### src/rtl/parity_rx_if.sv
// Serial receive bundle: strobe and line in, received word, status flags and busy out.
interface parity_rx_if #(
  parameter int DATA_W = 8
);
  logic              bit_en;
  logic              serial_in;
  logic [DATA_W-1:0] data_out;
  logic              data_valid;
  logic              parity_err;
  logic              frame_err;
  logic              busy;

  modport master (
    output bit_en, serial_in,
    input  data_out, data_valid, parity_err, frame_err, busy
  );

  modport slave (
    input  bit_en, serial_in,
    output data_out, data_valid, parity_err, frame_err, busy
  );
endinterface

### src/rtl/parity_rx.sv
// Serial frame receiver (start, DATA_W bits LSB first, parity, stop); results and data_valid
// are registered on the stop-bit sample edge. There is no backpressure, so each frame must be consumed on its data_valid pulse.
module parity_rx #(
  parameter int ODD_PARITY = 0,
  parameter int DATA_W     = 8
) (
  input  logic        clk,
  input  logic        reset,
  parity_rx_if.slave  bus
);

  localparam int   CW  = $clog2(DATA_W) + 1;
  localparam logic ODD = (ODD_PARITY != 0);

  typedef enum logic [1:0] {IDLE, DATA, PARITY, STOP} state_t;

  state_t            state;
  state_t            state_nxt;
  logic [CW-1:0]     cnt;
  logic [DATA_W-1:0] shreg;
  logic              run_par;
  logic              rx_par;
  logic [DATA_W-1:0] data_q;
  logic              valid_q;
  logic              perr_q;
  logic              ferr_q;

  always_ff @(posedge clk or posedge reset) begin
    if (reset) state <= IDLE;
    else       state <= state_nxt;
  end

  always_comb begin
    state_nxt = state;
    if (bus.bit_en) begin
      case (state)
        IDLE:    if (!bus.serial_in) state_nxt = DATA;
        DATA:    if (cnt == CW'(DATA_W - 1)) state_nxt = PARITY;
        PARITY:  state_nxt = STOP;
        STOP:    state_nxt = IDLE;
        default: state_nxt = IDLE;
      endcase
    end
  end

  always_comb begin
    bus.busy       = (state != IDLE);
    bus.data_out   = data_q;
    bus.data_valid = valid_q;
    bus.parity_err = perr_q;
    bus.frame_err  = ferr_q;
  end

  // data_valid defaults low every clock so it stays a single-cycle pulse
  always_ff @(posedge clk or posedge reset) begin
    if (reset) begin
      cnt     <= '0;
      shreg   <= '0;
      run_par <= 1'b0;
      rx_par  <= 1'b0;
      data_q  <= '0;
      valid_q <= 1'b0;
      perr_q  <= 1'b0;
      ferr_q  <= 1'b0;
    end else begin
      valid_q <= 1'b0;
      if (bus.bit_en) begin
        case (state)
          IDLE: begin
            if (!bus.serial_in) begin
              cnt     <= '0;
              run_par <= 1'b0;
            end
          end
          DATA: begin
            for (int i = 0; i < DATA_W; i++) begin
              if (cnt == CW'(i)) shreg[i] <= bus.serial_in;
            end
            run_par <= run_par ^ bus.serial_in;
            cnt     <= cnt + CW'(1);
          end
          PARITY: rx_par <= bus.serial_in;
          STOP: begin
            data_q  <= shreg;
            perr_q  <= rx_par ^ (run_par ^ ODD);
            ferr_q  <= ~bus.serial_in;
            valid_q <= 1'b1;
          end
          default: ;
        endcase
      end
    end
  end

endmodule

### src/flat_wrapper.sv
// flat-port wrapper written by rule: the top's interface ports become plain ports
module parity_rx_flat 
#(
  parameter int ODD_PARITY = 0,
  parameter int DATA_W     = 8
)
  (clk, reset, bus_bit_en, bus_serial_in, bus_data_out, bus_data_valid, bus_parity_err, bus_frame_err, bus_busy);
  parity_rx_if #(.DATA_W(DATA_W)) bus_i ();
  input  logic clk;
  input  logic reset;
  input wire logic [$bits(bus_i.bit_en)-1:0] bus_bit_en;
  input wire logic [$bits(bus_i.serial_in)-1:0] bus_serial_in;
  output wire logic [$bits(bus_i.data_out)-1:0] bus_data_out;
  output wire logic [$bits(bus_i.data_valid)-1:0] bus_data_valid;
  output wire logic [$bits(bus_i.parity_err)-1:0] bus_parity_err;
  output wire logic [$bits(bus_i.frame_err)-1:0] bus_frame_err;
  output wire logic [$bits(bus_i.busy)-1:0] bus_busy;
  assign bus_i.bit_en = bus_bit_en;
  assign bus_i.serial_in = bus_serial_in;
  assign bus_data_out = bus_i.data_out;
  assign bus_data_valid = bus_i.data_valid;
  assign bus_parity_err = bus_i.parity_err;
  assign bus_frame_err = bus_i.frame_err;
  assign bus_busy = bus_i.busy;
  parity_rx #(.ODD_PARITY(ODD_PARITY), .DATA_W(DATA_W)) u_core (.clk(clk), .reset(reset), .bus(bus_i));
endmodule
### config.mk
export PLATFORM = sky130hd
export DESIGN_NAME = parity_rx_flat
export DESIGN_NICKNAME = d
export VERILOG_FILES = /design/src/rtl/parity_rx_if.sv /design/src/rtl/parity_rx.sv /design/src/flat_wrapper.sv
export SDC_FILE = /design/constraint.sdc
export NUM_CORES = 1
export LEC_CHECK = 0
export ABC_AREA = 1
export CAP_MARGIN = 20
export CELL_PAD_IN_SITES_DETAIL_PLACEMENT = 1
export CELL_PAD_IN_SITES_GLOBAL_PLACEMENT = 1
export CORE_UTILIZATION = 44
export CTS_CLUSTER_SIZE = 8
export DETAILED_ROUTE_END_ITERATION = 10
export PLACE_DENSITY_LB_ADDON = 0.1
export SKIP_CTS_REPAIR_TIMING = 1
export SYNTH_ARGS = -nofsm -noshare
export SYNTH_HDL_FRONTEND = slang
export SYNTH_SLANG_ARGS = --single-unit
### constraint.sdc
create_clock -name clk -period 2.1 [get_ports clk]
set_clock_uncertainty 0.15 [all_clocks]
set_input_delay 0.315 -clock clk [delete_from_list [all_inputs] [get_ports clk]]
set_output_delay 0.315 -clock clk [all_outputs]
set_load 0.02 [all_outputs]
* Yosys cells after proc, flatten, opt, wreduce, memory -nomap -nowiden
Index checks and enable logic that the tools add are counted.
** Word-level totals
- Logic and storage cells :: 57
- Output and inout bits :: 12
- Flip-flop bits (word level) :: 27
- Memory bits (read-only) :: 0
- Input bits :: 4
- Memories kept :: 0
- Bits in writable memories :: 0
- Latch bits :: 0
** Cells by class
- Add/sub/neg operators :: 1
- Divide/modulo/power cells :: 0
- Shift operators :: 0
- Bitwise operators :: 3
- Mux-type cells :: 9
- Reduce and logical (&&, ||, !) cells :: 16
- Order comparisons :: 0
- Multipliers :: 0
- Equality and inequality tests :: 12
** Operator list (count)
- AND reduction 3 bit :: 10
- equality test 4 x 3 -> 1 bit (second input constant) :: 4
- equality test 4 x 2 -> 1 bit (second input constant) :: 2
- case mux 2 bit (4 select lines) :: 1
- case mux 4 bit (2 select lines) :: 1
- adder 4 x 1 -> 4 bit (second input constant) :: 1
- equality test 2 bit (second input constant) :: 2
- equality test 4 x 1 -> 1 bit (second input constant) :: 1
- logical NOT 4 bit :: 1
- 2-to-1 mux 2 bit :: 2
- 2-to-1 mux 4 bit :: 1
- AND reduction 2 bit :: 2
- nonzero test 2 bit :: 2
- 2-to-1 mux 1 bit :: 3
- equality test 2 x 1 -> 1 bit (second input constant) :: 1
- logical NOT 2 bit :: 1
- != test 2 x 1 -> 1 bit (second input constant) :: 1
- != test 2 bit (second input constant) :: 1
- case mux 1 bit (2 select lines) :: 1
- XOR 1 bit :: 2
- inverter 1 bit :: 1

* Depth between registers and ports, before layout
Gate-level depths: netlist of run 1.
- Word-level depth :: 3
- Depth in mapped cells :: 8
- Depth with buffers taken out :: 8

* Worst setup path after synthesis of run 1
Ideal clock, no wire load.
- Path kind :: register -> register
- Start :: register u_core.state[1]
- End :: register u_core.shreg[4]
- Period minus slack after synthesis :: 1.379 ns
- Required time :: 1.824 ns
- Arrival :: 1.103 ns
- Setup slack :: 0.721 ns
- Cell stages (with the launch flop) :: 8
- Path buffers :: 1
- Library setup time :: 0.126 ns
- Cells stage by stage :: dfrtp_1 -> inv_1 -> ha_1 -> buf_6 -> nand2_2 -> clkinv_1 -> nand3_1 -> o21ai_1
** On the way
- Cells in the longest elaborated chain, start to end :: 2
** RTL lines
- start, declared :: line parity_rx.sv:17 : state_t state;
- start signal, assigned :: line parity_rx.sv:30 : else state <= state_nxt;
- equality test 2 x 1 -> 1 bit :: line parity_rx.sv:68 : case (state)
- AND reduction 3 bit (no source line)
- end signal, assigned by index :: line parity_rx.sv:77 : if (cnt == CW'(i)) shreg[i] <= bus.serial_in;
- end, declared :: line parity_rx.sv:20 : logic [DATA_W-1:0] shreg;
No other way between the ends.
A chain may end at the register's enable or synchronous reset.

* Worst setup path after layout of run 1
- Start :: register u_core.state[0]
- End :: output port bus_busy
** On the way
- Cells in the longest elaborated chain, start to end :: 1
** RTL lines
- nonzero test 2 bit :: line parity_rx.sv:47 : bus.busy = (state != IDLE);
- end, declared :: line flat_wrapper.sv:17 : output wire logic [$bits(bus_i.busy)-1:0] bus_busy;
No other way between the ends.

==> results.toml, run 1 <==
[run_status]
outcome = "finished, final reports clean"

[placed_design]
dp_hpwl_mm = 1.955
gp_congestion = 0.7552
portBuffers = 15

[floorplanning]
boundaryPins = 16
start_util = 0.4614
core_area_um2 = 2758
row_count = 19
die-area_um2 = 3111
die_x_um = 55.78
die_y_um = 55.78

[clock_network]
clkTransAtPathRegs_ns = 0.14
cts_tree = "built"
numCtsBuffers = 3
cts_sinks = 27
clk_latency_ns = 0.33
clockBufferDepth = 2
root_buffer = "clkbuf_4"
cts.htree.levels = 1

[timing]
period_needed_ns = 1.778
fmax_mhz = 562.3
setup_viol = 0
finalSetupTns_ns = 0
timing.final.crit_share = 0.8468
finalHoldViolations = 0
drv_slew = 0
max_slew.worst_pin.slew_ns = 0.3448
rsz0062_at_grt = "no"
relSlewSlack = 0.7701

[synth]
netlist_area_um2 = 1272
synth_fp_nets = 155
synth_edf_count = 0
synth-seq-cells = 27
synth_top_area_share = 0.5310
synth_warnings = 0
yosysMostFrequentCell = "nand2_1"
ys_seq_area_frac = 0.5310
synthTopCellsByCount = "48 x nand2_1, 27 x dfrtp_1, 15 x nand3_1"
ys_types = 19
yosys.area.top_type = "dfrtp_1"
synth_top_flop_cell = "dfrtp_1"
synth_area_leaders = "dfrtp_1 53%, nand2_1 14%, ha_1 7.9%"
synthArstFlopShare = 1.000
synthCells = 143
syn_avg_cell_area_um2 = 8.898

[layout]
drive_above_1_share = 0.1159
num-fill-cells = 357
nets = 177
area_growth_pct = 18.29
n_antenna_cell = 0

[job]
cap_violations = 0

[setup_path]
crit_path_max_fanout = 4
rr_worst_depth = 7
r2r-start = "u_core.state[0]$_DFFE_PP0P_"
r2r_end = "u_core.shreg[5]$_DFFE_PP0P_"
r2r_setup_slack_ns = 0.43
setup.worst_path.start_class = "flop"
required_ns = 1.63
arrival_ns = 1.31
cp-end-kind = "output pin"
crit_type = "reg -> out"

[power_and_ir_drop]
p_switching_mw = 0.7603
pwr-share-seq = 0.433
p_sw_frac = 0.4004
p_int_mw = 1.139
power.leakage_nw = 0.7458
irDropWorstVdd_mv = 0.6876
clock_power_share = 0.119
comb_power_share = 0.447
power.total_mw = 1.899
power-per-cell-area_nw_per_um2 = 1262

[detailed_routing]
vias_per_cell = 5.149
ant_nets = 0
drt-total-wl_mm = 2.571
drc = 0
wl_per_cell_um = 13.18
dr.first_iter.drc_count = 24
num_vias = 1004
first_pass_iters = 4

[grt]
antenna_found_initial = 0
grt_start_max_net_pins = 28
grt_overflow_total = 0
grt_pass1_vias = 1061
grtUsageTotal = 0.1891
grt_pass1_wl_mm = 4.588

[min_path]
hold_class = "in -> async"
==> worst max-delay path, stage by stage (launching register included) <==
cell,delay (ns)
dfrtp_1,0.40
inv_1,0.08
ha_1,0.24
inv_1,0.06
dlymetal6s2s_1,0.21
==> cells by family (layout without fill, tap and decap cells) <==
kind of cell,after synthesis,after routing,synth area share
compound gates,16,16,0.06392
fa+ha+maj,8,8,0.07867
xor+xnor,1,1,0.006884
buf+inv,15,36,0.05113
flops,27,27,0.5310
simple gates,76,76,0.2684
==> registers in the layout (all words and copies together), names as in the netlist <==
| name | count |
|---|---|
| u_core.cnt | 4 |
| u_core.state | 2 |
| u_core.shreg | 8 |
| u_core.bus.parity_err | 1 |
| u_core.bus.frame_err | 1 |
| u_core.bus.data_out | 8 |
| u_core.rx_par | 1 |
| u_core.bus.data_valid | 1 |
| u_core.run_par | 1 |
==> stage by stage <==
| step | instances | hold WS, ns | util | area, um^2 | setup slack [ns] |
|---|---|---|---|---|---|
| after floorplan | 143 | 0.2177 | - | 1272 | 0.7211 |
| after global placement | 189 | 0.3106 | 0.5295 | 1460 | 0.3199 |
| after detailed placement | 189 | 0.3144 | 0.5295 | 1460 | 0.2854 |
| after CTS | 193 | 0.1928 | 0.5395 | 1488 | -0.09294 |
| after global routing | 195 | 0.2143 | 0.5458 | 1505 | 0.2393 |
| final | 195 | 0.1848 | 0.5458 | 1505 | 0.3217 |
==> layer usage <==
layer	track usage	up-vias	share of wire
li1	-	499	-
met1	0.2132	483	0.46
met2	0.3511	17	0.50
met3	0.02791	5	0.023
met4	0.08214	0	0.016
met5	0	-	0
==> cell type report <==
cell class | count | area [um^2] | area share
Multi-Input combinational cell | 101 | 531.8 | 0.3533
Clock buffer | 3 | 22.52 | 0.01496
Timing Repair Buffer | 19 | 182.7 | 0.1214
Sequential cell | 27 | 675.6 | 0.4489
Inverter | 13 | 48.80 | 0.03242
Tap cell | 31 | 38.79 | 0.02577
Clock inverter | 1 | 5.005 | 0.003325
==> power by group through the flow <==
stage | clock [mW] | sequential (mW) | combinational, mW
6_report | 0.226 | 0.823 | 0.850
4_1_cts | 0.231 | 0.829 | 0.830
2_1_floorplan | 0 | 0.904 | 0.459
3_5_place_dp | 0 | 0.839 | 0.829
5_1_grt | 0.247 | 0.853 | 0.942
3_3_place_gp | 0 | 0.822 | 0.791
==> how the worst max path moves through the flow <==
stage	from	end	slack (ns)	cells after the start
after detailed placement	u_core.state[1]$_DFFE_PP0P_	bus_busy	0.29	4
final	u_core.state[0]$_DFFE_PP0P_	bus_busy	0.32	4
after floorplan	u_core.state[1]$_DFFE_PP0P_	u_core.shreg[4]$_DFFE_PP0P_	0.72	7
after global placement	u_core.state[0]$_DFFE_PP0P_	bus_busy	0.32	4
after global routing	u_core.state[1]$_DFFE_PP0P_	bus_busy	0.24	4
after CTS	u_core.state[1]$_DFFE_PP0P_	bus_busy	-0.09	4
==> placed cells by master (no fill, tap or decap) <==
cell type,instances
nand4_1,2
clkinv_2,1
o21ai_0,10
a31oi_1,1
nor2_1,2
clkdlybuf4s50_1,14
nand2_1,48
o21ai_1,4
clkinv_1,2
nor2_4,2
inv_2,2
inv_1,9
dfrtp_1,27
clkbuf_4,3
a21oi_1,1
dlymetal6s2s_1,1
xnor2_1,1
nand3_1,15
ha_1,8
or2_2,3
nand2_2,4
buf_4,4
No activity file was read; power rests on OpenSTA's default activity.
==> inputs of run 2 (changes only) <==
Settings changed: CORE_UTILIZATION 44 to 37.
Clock period 2.1 ns to 1.6 ns, I/O delays scaled along.
==> run 2 against run 1 <==
Register-to-register slack lost 0.39 ns; wire length up 5.8%; first-iteration DRC count increased by 63%; non-clock buffer count is 4 higher; die area up 18%; setup slack got worse by 0.29 ns; critical path depth is the same; power is 36% higher; combinational power rose by 45%; highest routed layer unchanged.
==> results.toml, run 2 (synthesized netlist as in run 1, its figures left out) <==
[layout]
stdcell_area_um2 = 1623
n_antenna_cell = 0
area_growth_pct = 27.53
drive_above_1_share = 0.2262
final_common_cell = "nand2_1"
final_cells = 212
nets = 181
mostFrequentLayoutCells = "46 x nand2_1, 27 x dfrtp_1, 11 x dlymetal6s2s_1, 9 x o21ai_0"

[placed_design]
place_area_um2 = 1514
gp_congestion = 0.7927
place_inst = 207
dp_hpwl_mm = 1.978
portBuffers = 15

[floorplanning]
start_util = 0.4036
die_y_um = 60.65
boundaryPins = 16
core_area_um2 = 3153
die_x_um = 60.65
row_count = 20
die-area_um2 = 3678

[timing]
fmax_mhz = 637.1
finalSetupTns_ns = 0
finalHoldViolations = 0
timing.final.crit_share = 0.9810
rsz0062_at_grt = "yes"
max_slew.worst_pin.slew_ns = 0.3962
period_needed_ns = 1.570
relSlewSlack = 0.7349
setup_viol = 0
drv_slew = 0

[detailed_routing]
vias_per_cell = 4.778
drt-total-wl_mm = 2.721
num_vias = 1013
first_pass_iters = 4
wl_per_cell_um = 12.83
dr.first_iter.drc_count = 39
drc = 0
ant_nets = 0

[grt]
grt_start_max_net_pins = 28
grt_pass1_wl_mm = 4.498
grt_overflow_total = 0
grt_pass1_vias = 998
antenna_found_initial = 0
grtUsageTotal = 0.1685

[setup_path]
cp_slowest_cell = "dfrtp_1"
required_ns = 1.21
critPathLaunch = "u_core.state[1]$_DFFE_PP0P_"
r2r-start = "u_core.state[0]$_DFFE_PP0P_"
r2r_end = "u_core.shreg[7]$_DFFE_PP0P_"
crit_type = "reg -> out"
worst_path_most_repeated_cell = "inv_1"
setup.worst_path.start_class = "flop"
arrival_ns = 1.18
r2r_setup_slack_ns = 0.04
critical_path.cell_chain = "inv_1 -> ha_2 -> inv_1 -> clkbuf_2"
cp-end-kind = "output pin"
crit_path_max_fanout = 2
endpoint = "bus_busy"
max_stage_delay_ns = 0.41
rr_worst_depth = 7

[power_and_ir_drop]
power.total_mw = 2.590
irDropWorstVdd_mv = 0.7181
power-per-cell-area_nw_per_um2 = 1596
power.leakage_nw = 0.9243

[min_path]
hold_class = "in -> async"

[run_status]
outcome = "finished, final reports clean"

[clock_network]
clk_latency_ns = 0.32
cts.htree.levels = 1
root_buffer = "clkbuf_4"
clkTransAtPathRegs_ns = 0.15
clockBufferDepth = 2
cts_sinks = 27
numCtsBuffers = 3
cts_tree = "built"

[job]
cap_violations = 0
==> run 2: cell types whose count changed in the layout (fill, tap and decap cells not counted), sizes merged <==
cell,delta
clkinvlp,+2
clkbuf,+2
clkdlybuf4s50,-11
clkinv,-3
buf,+4
dlymetal6s2s,+10
==> run 2: area by class of cell <==
class,instances,area (um^2)
timing repair buffer,23,232.7
clock buffer,4,26.28
tap,44,55.05
multi-input combinational,101,576.8
fill,378,1530
sequential,27,675.6
inverter,13,56.30
==> run 2: where the power goes <==
| part | switching (mW) | internal [mW] |
|---|---|---|
| Sequential | 0.150 | 0.913 |
| Combinational | 0.694 | 0.534 |
| Clock | 0.201 | 0.0976 |
| Total | 1.04 | 1.55 |
==> run 2: stage by stage <==
stage / worst slack, ns / hold slack [ns] / utilization
floorplan: 0.2211 / 0.1427 / -
global placement: -0.01058 / 0.3055 / 0.4802
detailed placement: -0.03004 / 0.3157 / 0.4802
CTS: -0.4239 / 0.1201 / 0.4885
global route: -0.06165 / 0.1479 / 0.5147
finish: 0.03047 / 0.1080 / 0.5147
==> run 2: worst max-delay path: cells and delay by family, from the launching register on <==
family / cells / cell delay [ns]
DFF: 1 / 0.41
buffers and inverters: 3 / 0.27
adders and majority gates: 1 / 0.18
==> run 2: layer usage <==
metal	wire length [um]	vias to the layer above	track usage
met5	0	-	0
met4	19	0	0.06818
met3	92	2	0.02559
met2	1387	17	0.3014
met1	1221	490	0.2021
li1	-	504	-
==> run 2: how the worst min path moves through the flow <==
stage,startpoint,endpoint,slack (ns),cells after the start
2_1_floorplan,reset,u_core.bus.data_out[0]$_DFFE_PP0P_,0.14,1
3_3_place_gp,u_core.shreg[5]$_DFFE_PP0P_,u_core.bus.data_out[5]$_DFFE_PP0P_,0.31,2
3_5_place_dp,u_core.bus.data_out[3]$_DFFE_PP0P_,u_core.bus.data_out[3]$_DFFE_PP0P_,0.32,2
4_1_cts,reset,u_core.bus.data_out[4]$_DFFE_PP0P_,0.12,3
5_1_grt,reset,u_core.bus.data_out[4]$_DFFE_PP0P_,0.15,3
6_report,reset,u_core.bus.data_out[4]$_DFFE_PP0P_,0.11,3
